## src/rtl/ov7670_pkg.sv

```systemverilog
// Shared constants and FSM encoding for the OV7670 capture path, frame RAM and display readout.
package ov7670_pkg;

    localparam int unsigned FRAME_WIDTH  = 640;
    localparam int unsigned FRAME_HEIGHT = 480;
    localparam int unsigned ADDR_W       = 19;

    typedef enum logic [1:0] {
        IDLE   = 2'd0,
        SYNC   = 2'd1,
        ACTIVE = 2'd2
    } cap_state_t;

endpackage

```

## src/rtl/ov7670_edge_detect.sv

```systemverilog
// Single-register edge detector: holds the previous sample and flags rising/falling edges.
module ov7670_edge_detect (
    input  logic clk,
    input  logic rst,
    input  logic din,
    output logic rise_c,
    output logic fall_c
);

    logic prev;

    always_ff @(posedge clk) begin
        if (rst) prev <= 1'b0;
        else     prev <= din;
    end

    assign rise_c = din & ~prev;
    assign fall_c = ~din & prev;

endmodule

```

## src/rtl/ov7670_capture_binarizer.sv

```systemverilog
// OV7670 YUV422 capture: thresholds luma to 1 bit and drives the frame RAM write port.
// Optional CAPTURE_GATE_EN adds a Capture input that can skip whole frames.
module ov7670_capture_binarizer #(
    parameter int unsigned FRAME_WIDTH  = ov7670_pkg::FRAME_WIDTH,
    parameter int unsigned FRAME_HEIGHT = ov7670_pkg::FRAME_HEIGHT,
    parameter int unsigned ADDR_W       = ov7670_pkg::ADDR_W,
    parameter int unsigned LUMA_PHASE   = 0
) (
    input  logic              Clock,
    input  logic              Reset,
`ifdef CAPTURE_GATE_EN
    input  logic              Capture,
`endif
    input  logic              Vsync,
    input  logic              Href,
    input  logic [7:0]        PixData,
    input  logic [7:0]        Threshold,
    output logic              WriteEnable,
    output logic [ADDR_W-1:0] WriteAddr,
    output logic              DataIn,
    output logic              FrameDone,
    output logic              Overrun
);
    import ov7670_pkg::*;

    localparam int unsigned COL_W = $clog2(FRAME_WIDTH + 1);
    localparam int unsigned ROW_W = $clog2(FRAME_HEIGHT + 1);
    localparam logic        LUMA_BIT = 1'(LUMA_PHASE);

    cap_state_t         state;
    logic [COL_W-1:0]   col;
    logic [ROW_W-1:0]   row;
    logic [ADDR_W-1:0]  line_base;
    logic [ADDR_W-1:0]  wr_ptr;
    logic               phase;
    logic               vsync_rise_c, vsync_fall_c;
    logic               href_rise_c, href_fall_c;
    logic               cur_phase_c;
    logic               capture_ok_c;

    ov7670_edge_detect u_vsync_edge (
        .clk    (Clock),
        .rst    (Reset),
        .din    (Vsync),
        .rise_c (vsync_rise_c),
        .fall_c (vsync_fall_c)
    );

    ov7670_edge_detect u_href_edge (
        .clk    (Clock),
        .rst    (Reset),
        .din    (Href),
        .rise_c (href_rise_c),
        .fall_c (href_fall_c)
    );

`ifdef CAPTURE_GATE_EN
    assign capture_ok_c = Capture;
`else
    assign capture_ok_c = 1'b1;
`endif

    // First byte of every line is phase 0 regardless of any stale phase state.
    assign cur_phase_c = href_rise_c ? 1'b0 : phase;

    always_ff @(posedge Clock) begin
        if (Reset) begin
            state       <= IDLE;
            col         <= '0;
            row         <= '0;
            line_base   <= '0;
            wr_ptr      <= '0;
            phase       <= 1'b0;
            WriteEnable <= 1'b0;
            WriteAddr   <= '0;
            DataIn      <= 1'b0;
            FrameDone   <= 1'b0;
            Overrun     <= 1'b0;
        end else begin
            WriteEnable <= 1'b0;
            FrameDone   <= 1'b0;
            case (state)
                IDLE: begin
                    phase <= 1'b0;
                    if (Vsync) state <= SYNC;
                end
                SYNC: begin
                    phase <= 1'b0;
                    if (vsync_fall_c && capture_ok_c) begin
                        state     <= ACTIVE;
                        col       <= '0;
                        row       <= '0;
                        line_base <= '0;
                        wr_ptr    <= '0;
                        Overrun   <= 1'b0;
                    end
                end
                ACTIVE: begin
                    if (vsync_rise_c) begin
                        // Frame end takes priority over any line still in flight.
                        state     <= SYNC;
                        FrameDone <= 1'b1;
                        phase     <= 1'b0;
                    end else if (Href) begin
                        phase <= ~cur_phase_c;
                        if (cur_phase_c == LUMA_BIT) begin
                            if ((row == ROW_W'(FRAME_HEIGHT)) || (col == COL_W'(FRAME_WIDTH))) begin
                                Overrun <= 1'b1;
                            end else begin
                                WriteEnable <= 1'b1;
                                WriteAddr   <= wr_ptr;
                                DataIn      <= (PixData >= Threshold);
                                wr_ptr      <= wr_ptr + ADDR_W'(1);
                                col         <= col + COL_W'(1);
                            end
                        end
                    end else begin
                        phase <= 1'b0;
                        // Row saturates at FRAME_HEIGHT so excess lines cannot wrap the address.
                        if (href_fall_c && (row != ROW_W'(FRAME_HEIGHT))) begin
                            row       <= row + ROW_W'(1);
                            col       <= '0;
                            line_base <= line_base + ADDR_W'(FRAME_WIDTH);
                            wr_ptr    <= line_base + ADDR_W'(FRAME_WIDTH);
                        end
                    end
                end
                default: state <= IDLE;
            endcase
        end
    end

endmodule

```

## config.mk

```make
export PLATFORM = sky130hd
export DESIGN_NAME = ov7670_capture_binarizer
export DESIGN_NICKNAME = d
export VERILOG_FILES = /design/src/rtl/ov7670_pkg.sv /design/src/rtl/ov7670_edge_detect.sv /design/src/rtl/ov7670_capture_binarizer.sv
export SDC_FILE = /design/constraint.sdc
export NUM_CORES = 1
export LEC_CHECK = 0
export BUFFER_PORTS_ARGS = -buffer_cell sky130_fd_sc_hd__buf_2
export CELL_PAD_IN_SITES_DETAIL_PLACEMENT = 1
export CELL_PAD_IN_SITES_GLOBAL_PLACEMENT = 2
export CORE_MARGIN = 2
export CORE_UTILIZATION = 34
export CTS_CLUSTER_DIAMETER = 40
export DETAILED_ROUTE_END_ITERATION = 7
export PLACE_DENSITY = 0.85
export SETUP_SLACK_MARGIN = 0.5
export SYNTH_ARGS = -nofsm -noshare
export SYNTH_HDL_FRONTEND = slang
export SYNTH_HIERARCHICAL = 1
export SYNTH_SLANG_ARGS = --single-unit
export TNS_END_PERCENT = 50
```

## constraint.sdc

```tcl
create_clock -name Clock -period 2.94 [get_ports Clock]
set_clock_uncertainty 0.2 [all_clocks]
set_input_delay 0.588 -clock Clock [delete_from_list [all_inputs] [get_ports Clock]]
set_output_delay 0.588 -clock Clock [all_outputs]
set_load 0.05 [all_outputs]
```

Yosys cells after proc, flatten, opt, wreduce, memory -nomap -nowiden
Index checks and enable logic that the tools add are counted.
{"block": "op_classes", "bitwise_logic": 12, "n_addsub": 4, "magnitude_cmp": 1, "n_mux": 38, "n_eq_ne": 17, "reduce_logical": 13}
{"cell": "$mux 19", "count": 8}
{"cell": "$pmux 19 s2", "count": 2}
{"cell": "$mux 10", "count": 6}
{"cell": "$mux 9", "count": 4}
{"cell": "$pmux 10 s2", "count": 1}
{"cell": "$add 19x1->19 const B", "count": 1}
{"cell": "$add 19x10->19 const B", "count": 1}
{"cell": "$pmux 9 s2", "count": 1}
{"cell": "$ne 2x2->1 const B", "count": 7}
{"cell": "$reduce_and 6->1", "count": 2}
{"cell": "$add 10x1->10 const B", "count": 1}
{"cell": "$eq 10x10->1 const B", "count": 1}
{"cell": "$mux 1", "count": 10}
{"cell": "$reduce_and 5->1", "count": 2}
{"cell": "$add 9x1->9 const B", "count": 1}
{"cell": "$eq 9x9->1 const B", "count": 1}
{"cell": "$ne 3x3->1 const B", "count": 3}
{"cell": "$ne 9x9->1 const B", "count": 1}
{"cell": "$ge 8x8->1", "count": 1}
{"cell": "$not 1->1", "count": 8}
{"cell": "$mux 2", "count": 3}
{"cell": "$pmux 2 s3", "count": 1}
{"cell": "$reduce_or 5->1", "count": 1}
{"cell": "$and 1x1->1", "count": 4}
{"cell": "other kinds (10)", "count": 14}
{"block": "word_totals", "wordCells": 98, "register_bits": 85, "output_inout_bits": 23}

Logic depth before layout (Yosys ltp)
Gate-level depths: netlist (run 1).
{"block": "logic_depth", "ltp_word": 7, "ltp_mapped": 10, "ltp_nobuf": 8}

Cells and area by module
Netlist (run 1), hierarchy kept.
{"mod": "ov7670_capture_binarizer", "seq_area_each_um2": 1521.5, "cells_per_inst": 510, "instances": 1, "area_per_inst_um2": 3951.3}
{"mod": "ov7670_edge_detect", "seq_area_each_um2": 20.0, "cells_per_inst": 4, "instances": 2, "area_per_inst_um2": 38.8}

Worst setup path before layout (run 1)
Ideal clock, no wire load.
{"block": "synth_path", "path_kind": "in2reg", "start": "in Vsync", "end": "reg col[8]", "setup_slack_ns": 0.487, "required_time_ns": 2.666, "path_stages": 7, "path_buffers": 1, "t_arrival_ns": 2.178, "path_cell_list": "nor2b_1 nor3b_4 nor2_2 or4_4 buf_6 or3_1 a31oi_1"}
{"block": "synth_between", "elab_chain_cells": 4, "elab_cells_between_ends": 6}
{"element": "from (decl)", "line_no": "ov7670_capture_binarizer.sv:14", "source": "input logic Vsync,"}
{"element": "$not 1->1", "line_no": "ov7670_edge_detect.sv:18", "source": "assign fall_c = ~din & prev;"}
{"element": "$and 1x1->1", "line_no": "ov7670_edge_detect.sv:18"}
{"element": "$ne 2x1->1 (no line)"}
{"element": "$reduce_and 6->1 (no line) (*)"}
{"element": "to (signal assigned)", "line_no": "ov7670_capture_binarizer.sv:114", "source": "col <= col + COL_W'(1);"}
{"element": "to (decl)", "line_no": "ov7670_capture_binarizer.sv:31", "source": "logic [COL_W-1:0] col;"}
Mark *: on every way between the ends. The rest lies on a longest branch, timed or not.
A chain may end at the register's enable or synchronous reset.

Worst setup path in the final report (run 1)
{"block": "layout_path", "start": "reg row[0]", "end": "reg line_base[15]"}
{"block": "layout_between", "elab_chain_cells": 4}
{"element": "from (decl)", "line_no": "ov7670_capture_binarizer.sv:32", "source": "logic [ROW_W-1:0] row;"}
{"element": "from (signal assigned)", "line_no": "ov7670_capture_binarizer.sv:121", "source": "row <= row + ROW_W'(1);"}
{"element": "$ne 9x9->1", "line_no": "ov7670_capture_binarizer.sv:120", "source": "if (href_fall_c && (row != ROW_W'(FRAME_HEIGHT))) begin"}
{"element": "$logic_and 1x1->1", "line_no": "ov7670_capture_binarizer.sv:120"}
{"element": "$ne 2x2->1 (no line)"}
{"element": "$reduce_and 5->1 (no line)"}
{"element": "to (signal assigned)", "line_no": "ov7670_capture_binarizer.sv:123", "source": "line_base <= line_base + ADDR_W'(FRAME_WIDTH);"}
{"element": "to (decl)", "line_no": "ov7670_capture_binarizer.sv:33", "source": "logic [ADDR_W-1:0] line_base;"}
No other way between the ends.

==> metrics.txt, run 1 <==
Area Growth Syn to Fin=18.0%; nature of the critical path endpoint=register; Primary FF master, synth=dfxtp_1; Final WS setup=around 610 ps; Core ar.=between 10,000 and 15,000 um2; drt first pass iters=4; clock root buffer=clkbuf_16; 1st-iter DRT viols=roughly 190; GRT Resource Usage Total=approximately 18%; Multi-input gate area=2280 um2; pin count of the biggest net entering global routing=between 40 and 50; WP depth=8; Seq cells post-synth=78; H-tree levels=3; # Max-Cap Violations=0; RR Startpoint=row[0]; Pwr Density=roughly 490 nW/um2; Post-Syn Area=between 4000 and 5000 um2; CP max stage delay=between 400 and 500 ps; post-synth top area cell=dfxtp_1; worst hold endpoint=WriteAddr[1]; maximum fanout along the worst path=12; total number of vias=between 3,000 and 4,000; RSZ-0062 raised after global routing=yes; fillers=between 1,000 and 1,500; Worst R2R End=line_base[15]; highest-delay cell along the critical path=or3_1; WHS=about 250 ps; site row count=39; Min Clock Period, post-route=roughly 2300 ps; Hold Crit Depth=2; Pins Over Slew Limit=0; ANT nets after route=0; Final Setup Violations=0; FMAX=429 MHz; VDD IR max=approximately 420 uV; clock latency on the worst-skew pair=350 ps; total die area=approximately 13,000 um2; CTS Buf Count=9; Synth Instances=between 500 and 600; Synth top cells by count=78 x dfxtp_1, 68 x nor2_1, 64 x nand2_1, 61 x a21oi_1, 24 x nor3_1; GPL Wtd Cong=between 0.8 and 0.9; worst min-delay path class=register to register; synthesized area per cell=a little under 8 um2; first-pass GRT wire length=about 18,000 um; status=finished clean; Die W=roughly 110 um; leakage power=1.81 nW; Clock transition at path regs=~60 ps; Max transition margin=between 50% and 60%; reg2reg path depth=8; Reg area=1570 um2; synth top area cells=dfxtp_1 39%, a21oi_1 7.6%, nor2_1 6.3%; TritonCTS clock tree=done; Final Util=41.5%; Ports=43; Slew @ Worst Pin=around 670 ps; Residual DRC=0; area share of the largest cell type after synthesis=approximately two fifths; clock buffer depth=2; routed len/inst=roughly 16 um; hold_buf cts=0; CTS sink count=78; most common cell in the netlist=dfxtp_1; IO buf count=between 40 and 50; Post-Syn Nets=approximately 550; die height=113 um; initial antenna violation count=0; Post-synth EDFFs=0; vias per inst=about 5.3; worst slack, placed=about 260 ps; Tcrit/Tclk final=approximately four fifths; Distinct cells, synth=59; CP delay by family, top=simple AND/OR/NAND/NOR gates; Final nets=588; DRT Wirelength=roughly 11,000 um; critical-path cell list=inv_1, ha_1, nand4_1, nor2_4, or3_1, buf_4, or3_1, a21oi_1; hold path start=WriteAddr[1]; DP HPWL=around 7700 um; Overflow after GRT=0; critical path startpoint category=register; final hold vios=0; ys async rst share=0%; yosys warns=6; Worst EP required=3010 ps; Worst Path Buf+Inv=2; Starting Density=about a third; post-synthesis sequential area ratio=between 30% and 40%; vias in the first global route=about 3,700; Crit Path Class=register to register; CP Data Arrival Time=roughly 2400 ps; R2R Setup Slk=approximately 600 ps; cell mode on critical path=or3_1; Setup TNS=0 ps; ant diodes=0; share of cells above drive strength 1=between 10% and 20%
-- cell type report --
class / instances / area share (%)
Clock inverter: 6 / 1.42
Multi-Input combinational cell: 392 / 47.9
Clock buffer: 10 / 5.03
Timing Repair Buffer: 59 / 7.79
Tap cell: 143 / 3.76
Sequential cell: 78 / 33.0
Inverter: 14 / 1.11
-- worst register-to-register path: stages (launching register included) --
cell	delay (ps)
dfxtp_4	370
inv_1	60
ha_1	190
nand4_1	170
nor2_4	100
or3_1	440
buf_4	220
or3_1	350
a21oi_1	150
-- how the worst max path moves through the flow --
stage / start / end
detailed placement: Vsync / wr_ptr[4]
floorplan: Vsync / col[8]
global route: row[0] / wr_ptr[4]
CTS: row[2] / wr_ptr[5]
global placement: Vsync / wr_ptr[4]
finish: row[0] / line_base[15]
-- metrics by stage --
step           total power (W)  instance area (um2)  instances
2_1_floorplan          0.00117                 4040        518
3_3_place_gp           0.00120                 4400        683
3_5_place_dp           0.00121                 4400        683
4_1_cts                0.00237                 4710        699
5_1_grt                0.00243                 4750        702
6_report               0.00234                 4750        702
-- layout by cell type (no fill, tap or decap), types with 13 or more instances in the layout --
cell type  count
dfxtp_1       75
nor2_1        68
nand2_1       64
a21oi_1       61
buf_2         42
nor3_1        24
o21ai_0       23
inv_1         14
ha_1          14
nand3_1       13
buf_4         13
-- per-layer routing --
metal	routed length [um]	global-route usage (%)	part of all wire (%)	vias to the layer above
met5	0	0	0	-
met4	136	5.61	1.2	0
met3	366	4.55	3.3	11
met2	5130	29.1	47	45
met1	5310	23.1	49	1778
li1	-	-	-	1888
-- power breakdown --
group	switching [W]	total, W	internal [W]
registers	0.00000721	0.00107	0.00106
clock network	0.000470	0.00115	0.000685
logic	0.0000681	0.000115	0.0000464
-- sequential cells by signal, summed over array words and instances (netlist names) --
register	flops
WriteAddr	19
wr_ptr	19
line_base	12
col	10
row	9
state	2
DataIn	1
FrameDone	1
Overrun	1
WriteEnable	1
phase	1
u_href_edge/prev	1
u_vsync_edge/prev	1
-- cells by family after synthesis --
logic type               Yosys count  share of synthesized area (%)
AND/OR/NAND/NOR                  230                           27.8
AO/OA/AOI/OAI                    130                           19.7
flip-flops                        78                           38.8
buffers and inverters             48                           5.37
XOR/XNOR                          15                           3.26
adder cells (fa/ha/maj)           14                           4.35
multiplexers                       3                          0.745
-- timing repair --
action,4_1_cts,5_1_grt
gates resized for setup,3,6
endpoints found under the setup margin,10,30
buffers inserted,0,3
pin swaps,0,2
No activity file was read; power rests on OpenSTA's default activity.
==> run 2: changes to the inputs <==
Clock period 2.94 ns to 2.4 ns, I/O delays scaled along.
==> run 2 against run 1 <==
Clock-buffer cell count up 3. Final cell count rose by 6.3%. Sequential share of layout area is 3.8 points lower. Sequential cell count did not move. Clock power grew 19%. Critical endpoint is now row[6]. Maximum frequency increased by 5.1%.
==> metrics.txt, run 2 (same netlist as run 1, synthesis figures left out) <==
first-pass GRT wire length=19,200 um (was 18,300 um); hold_buf cts=0 (unchanged); clock root buffer=clkbuf_16 (unchanged); worst min-delay path class=register to register (unchanged); TritonCTS clock tree=done (unchanged); Min Clock Period, post-route=2220 ps (was 2330 ps); 1st-iter DRT viols=153 (was 192); status=finished clean (unchanged); CP max stage delay=320 ps (was 440 ps); DP HPWL=8080 um (was 7660 um); nature of the critical path endpoint=register (unchanged); GPL Wtd Cong=0.752 (was 0.824); Placement Cell Area=4630 um2 (was 4400 um2); RSZ-0062 raised after global routing=yes (unchanged); CTS Buf Count=9 (unchanged); Area Growth Syn to Fin=33.6% (was 18.0%); CP delay by family, top=buffers and inverters (was simple AND/OR/NAND/NOR gates); routed len/inst=15.7 um (was 15.6 um); total number of vias=3,931 (was 3,722); H-tree levels=3 (unchanged); VDD IR max=425 uV (was 421 uV); Overflow after GRT=0 (unchanged); Residual DRC=0 (unchanged); critical-path cell list=inv_2, ha_2, nand4_1, buf_4, buf_6, nor3_4, or2_4, buf_4, buf_6, a21oi_1, a211oi_1 (was inv_1, ha_1, nand4_1, nor2_4, or3_1, buf_4, or3_1, a21oi_1); vias per inst=5.27 (was 5.30); Tcrit/Tclk final=92.4% (was 79.3%); Ports=43 (unchanged); final hold vios=0 (unchanged); sw frac=22.4% (was 23.3%); Final Setup Violations=0 (unchanged); Final Util=47.0% (was 41.5%); Clock transition at path regs=60 ps (about the same); site row count=39 (unchanged); die height=113 um (unchanged); Max transition margin=68.4% (was 55.2%); CTS sink count=78 (unchanged); Starting Density=35.1% (unchanged); Worst EP required=2430 ps (was 3010 ps); share of cells above drive strength 1=29.4% (was 16.5%); total die area=12,700 um2 (unchanged); clock latency on the worst-skew pair=340 ps (was 350 ps); drt first pass iters=4 (unchanged); critical path startpoint category=register (unchanged); # Max-Cap Violations=0 (unchanged); Slew @ Worst Pin=469 ps (was 671 ps); clock buffer depth=2 (unchanged); Net Switching=0.000642 W (was 0.000545 W); Pins Over Slew Limit=0 (unchanged); Finished Cell Area=5380 um2 (was 4750 um2); Clk pwr share=47.8% (was 49.4%); fillers=1,402 (was 1,386); ANT nets after route=0 (unchanged); Cell Int Power=0.00223 W (was 0.00179 W); Final nets=632 (was 588); initial antenna violation count=0 (unchanged); IO buf count=42 (unchanged); commonest cells after routing, fill and taps aside=70 x dfxtp_1, 64 x nand2_1, 63 x nor2_1, 56 x a21oi_1 (was 75 x dfxtp_1, 68 x nor2_1, 64 x nand2_1, 61 x a21oi_1, 42 x buf_2); pin count of the biggest net entering global routing=31 (was 44); Core ar.=11,500 um2 (unchanged); FMAX=451 MHz (was 429 MHz); combinational fraction of design power=6.7% (was 4.9%); Worst Path Buf+Inv=5 (was 2); highest-delay cell along the critical path=dfxtp_2 (was or3_1); GRT Resource Usage Total=18.5% (was 17.8%); Crit Path Class=register to register (unchanged); vias in the first global route=3,983 (was 3,749); leakage power=2.13 nW (was 1.81 nW); register share of total power=45.6% (was 45.7%); ant diodes=0 (unchanged); top flop regs=WriteAddr: 19 flops, wr_ptr: 19 flops, line_base: 12 flops (unchanged); Die W=113 um (unchanged); maximum fanout along the worst path=4 (was 12); DRT Wirelength=11,700 um (was 10,900 um); commonest non-fill, non-tap cell in the layout=dfxtp_1 (unchanged); CP Data Arrival Time=2250 ps (was 2400 ps); Pwr Density=533 nW/um2 (was 492 nW/um2)
==> run 2: power groups by stage <==
stage / clock (W) / sequential, W / combinational (W)
CTS: 0.00141 / 0.00131 / 0.000186
finish: 0.00137 / 0.00131 / 0.000192
global placement: 0 / 0.00133 / 0.000158
global route: 0.00146 / 0.00131 / 0.000211
detailed placement: 0 / 0.00134 / 0.000162
floorplan: 0 / 0.00133 / 0.0000969
==> run 2: metrics by stage <==
stage / hold WS [ps] / total power (W) / cells / TNS [ps] / setup WS (ps)
2_1_floorplan: 240 / 0.00143 / 518 / 0 / 167
3_3_place_gp: 239 / 0.00149 / 709 / -4330 / -138
3_5_place_dp: 246 / 0.00150 / 709 / -7240 / -213
4_1_cts: 254 / 0.00290 / 742 / 0 / 217
5_1_grt: 268 / 0.00298 / 746 / 0 / 75.8
6_report: 248 / 0.00287 / 746 / 0 / 182
==> run 2: cell type report <==
type	instances	area (um2)	share of cell area, %
Clock inverter	3	43.8	0.813
Inverter	14	52.6	0.976
Tap cell	143	179	3.32
Sequential cell	78	1570	29.2
Multi-Input combinational cell	392	2470	45.9
Clock buffer	13	250	4.65
Timing Repair Buffer	103	817	15.2
==> run 2: timing repair <==
action / CTS / global route
pin swaps: 27 / 8
hold endpoints to repair: 0 / 0
buffers inserted: 16 / 4
resized for setup: 47 / 24
cloned: 1 / 0
endpoints found under the setup margin: 71 / 72
==> run 2: final timing paths <==
| check | start | to | slack [ps] | cells after the start |
|---|---|---|---|---|
| min | WriteAddr[7] | WriteAddr[7] | 250 | 2 |
| max | row[1] | row[6] | 180 | 11 |
| min reg2reg | WriteAddr[7] | WriteAddr[7] | 250 | 2 |
| max reg2reg | row[1] | row[6] | 180 | 11 |
==> run 2: worst register-to-register path, stage by stage (launching register included) <==
cell and delay [ps]:
dfxtp_2 320, inv_2 60, ha_2 160, nand4_1 170, buf_4 190, buf_6 110
nor3_4 140, or2_4 190, buf_4 120, buf_6 90, a21oi_1 30, a211oi_1 320
==> run 2: layer usage <==
metal | up-vias | GRT usage [%] | part of all wire, %
met3 | 19 | 2.73 | 2.5
li1 | 1979 | - | -
met5 | - | 0 | 0
met4 | 0 | 7.72 | 2.2
met1 | 1878 | 22.6 | 45
met2 | 55 | 32.4 | 50
==> run 3: changes to the inputs <==
Clock period 2.4 ns to 2.3 ns, I/O delays scaled along.
==> run 3 against run 2 <==
Die area stayed put. Global-route usage is 1.4 points higher. Setup slack got worse by 71 ps. Critical path depth decreased by 3. Critical endpoint is now WriteAddr[5]. First-iteration DRC count increased by 5.9%.
==> metrics.txt, run 3 (same netlist as run 1, synthesis figures left out) <==
clock buffer depth=2 (unchanged); CTS sink count=78 (unchanged); Starting Density=35.1% (unchanged); drt first pass iters=4 (unchanged); commonest cells after routing, fill and taps aside=68 x dfxtp_1, 67 x nor2_1, 64 x nand2_1, 43 x buf_4 (was 70 x dfxtp_1, 64 x nand2_1, 63 x nor2_1, 56 x a21oi_1); final hold vios=0 (unchanged); Crit Path Class=register to register (unchanged); total number of vias=4,020 (was 3,931); IO buf count=42 (unchanged); CP max stage delay=580 ps (was 320 ps); Inst Count DP=708 (was 709); Pins Over Slew Limit=0 (unchanged); DRT Wirelength=12,200 um (was 11,700 um); Reg area=1570 um2 (about the same); die height=113 um (unchanged); critical-path cell list=or4b_4, nor2_4, buf_6, nor4_4, buf_6, bufbuf_16, nand2_1, a21oi_2 (was inv_2, ha_2, nand4_1, buf_4, buf_6, nor3_4, or2_4, buf_4, buf_6, a21oi_1, a211oi_1); Final nets=628 (was 632); DP HPWL=8190 um (was 8080 um); CP Data Arrival Time=2220 ps (was 2250 ps); Pwr Density=569 nW/um2 (was 533 nW/um2); maximum fanout along the worst path=8 (was 4); Die W=113 um (unchanged); WHS=219 ps (was 248 ps); pin count of the biggest net entering global routing=42 (was 31); H-tree levels=3 (unchanged); Min Clock Period, post-route=2190 ps (was 2220 ps); Residual DRC=0 (unchanged); site row count=39 (unchanged); routed len/inst=16.5 um (was 15.7 um); ANT nets after route=0 (unchanged); clock latency on the worst-skew pair=350 ps (was 340 ps); worst min-delay path class=input port to register (was register to register); share of cells above drive strength 1=30.9% (was 29.4%); # Max-Cap Violations=0 (unchanged); top flop regs=WriteAddr: 19 flops, wr_ptr: 19 flops, line_base: 12 flops (unchanged); ant diodes=0 (unchanged); 1st-iter DRT viols=162 (was 153); status=finished clean (unchanged); highest-delay cell along the critical path=or4b_4 (was dfxtp_2); Slew @ Worst Pin=419 ps (was 469 ps); Worst EP required=2330 ps (was 2430 ps); GPL Wtd Cong=0.832 (was 0.752); Tcrit/Tclk final=95.1% (was 92.4%); Core ar.=11,500 um2 (unchanged); VDD IR max=591 uV (was 425 uV); Multi-input gate area=2540 um2 (was 2470 um2); CTS Buf Count=9 (unchanged); Overflow after GRT=0 (unchanged); leakage power=2.10 nW (was 2.13 nW); fillers=1,380 (was 1,402); TritonCTS clock tree=done (unchanged); RSZ-0062 raised after global routing=yes (unchanged); first-pass GRT wire length=20,400 um (was 19,200 um); clock root buffer=clkbuf_16 (unchanged); nature of the critical path endpoint=register (unchanged); critical path startpoint category=register (unchanged); Max transition margin=71.9% (was 68.4%); vias in the first global route=4,146 (was 3,983); Clock transition at path regs=60 ps (about the same); FMAX=457 MHz (was 451 MHz); Final Setup Violations=0 (unchanged); commonest non-fill, non-tap cell in the layout=dfxtp_1 (unchanged); cell mode on critical path=buf_6; Ports=43 (unchanged); initial antenna violation count=0 (unchanged); non-filler cells, final=741 (was 746); hold_buf cts=0 (unchanged); Area Growth Syn to Fin=34.3% (was 33.6%); GRT Resource Usage Total=19.9% (was 18.5%); total die area=12,700 um2 (unchanged); vias per inst=5.43 (was 5.27)
## run 3: cell count changes in the layout (fill, tap and decap cells not counted), sizes merged
cell | previous run | this run
buf | 103 | 98
bufbuf | 0 | 1
bufinv | 1 | 2
clkbuf | 13 | 12
clkinv | 2 | 1
## run 3: repair_timing
action                                  4_1_cts  5_1_grt
endpoints found under the setup margin       71       72
cloned                                        1        0
buffers inserted                             12        5
pin swaps                                    21       10
gates resized for setup                      62       19
## run 3: final timing paths
| check | start | to | slack [ps] | depth (start not counted) |
|---|---|---|---|---|
| setup / recovery | row[3] | WriteAddr[5] | 110 | 8 |
| hold reg to reg | WriteAddr[4] | WriteAddr[4] | 250 | 2 |
| hold / removal | Vsync | u_vsync_edge/prev | 220 | 2 |
| setup reg to reg | row[3] | WriteAddr[5] | 110 | 8 |
## run 3: through the flow
step                TNS [ps]  power (W)  util [%]  cell area, um2  setup slack, ps
CTS                        0    0.00312      46.1            5290              147
finish                     0    0.00308      47.2            5410              112
global placement       -71.5    0.00155      40.3            4620            -52.5
detailed placement     -1250    0.00155      40.3            4620             -107
global route               0    0.00318      47.2            5410             48.0
floorplan                  0    0.00150         -            4110             63.5
## run 3: final cells by class
cell class | instances | area share [%]
Clock buffer | 12 | 4.55
Clock inverter | 3 | 1.27
Inverter | 14 | 0.971
Multi-Input combinational cell | 392 | 47.0
Sequential cell | 78 | 29.1
Tap cell | 143 | 3.31
Timing Repair Buffer | 99 | 13.8
## run 3: layer usage
layer | wire length (um) | vias to the layer above | share of wire, % | GRT usage, %
met3 | 442 | 17 | 3.6 | 4.34
met4 | 212 | 0 | 1.7 | 7.72
met2 | 6200 | 53 | 51 | 34.3
li1 | - | 1980 | - | -
met1 | 5360 | 1970 | 44 | 24.3
met5 | 0 | - | 0 | 0
## run 3: report_power, final
part	internal, W	switching, W
combinational	0.0000756	0.0000985
clock	0.000976	0.000558
sequential	0.00136	0.00000983
## run 3: worst max-delay path, delay by kind of cell (launching register included)
| kind | cells | cell delay (ps) |
|---|---|---|
| flip-flops | 1 | 310 |
| buffers and inverters | 3 | 550 |
| AND/OR/NAND/NOR | 4 | 940 |
| AO/OA/AOI/OAI | 1 | 60 |
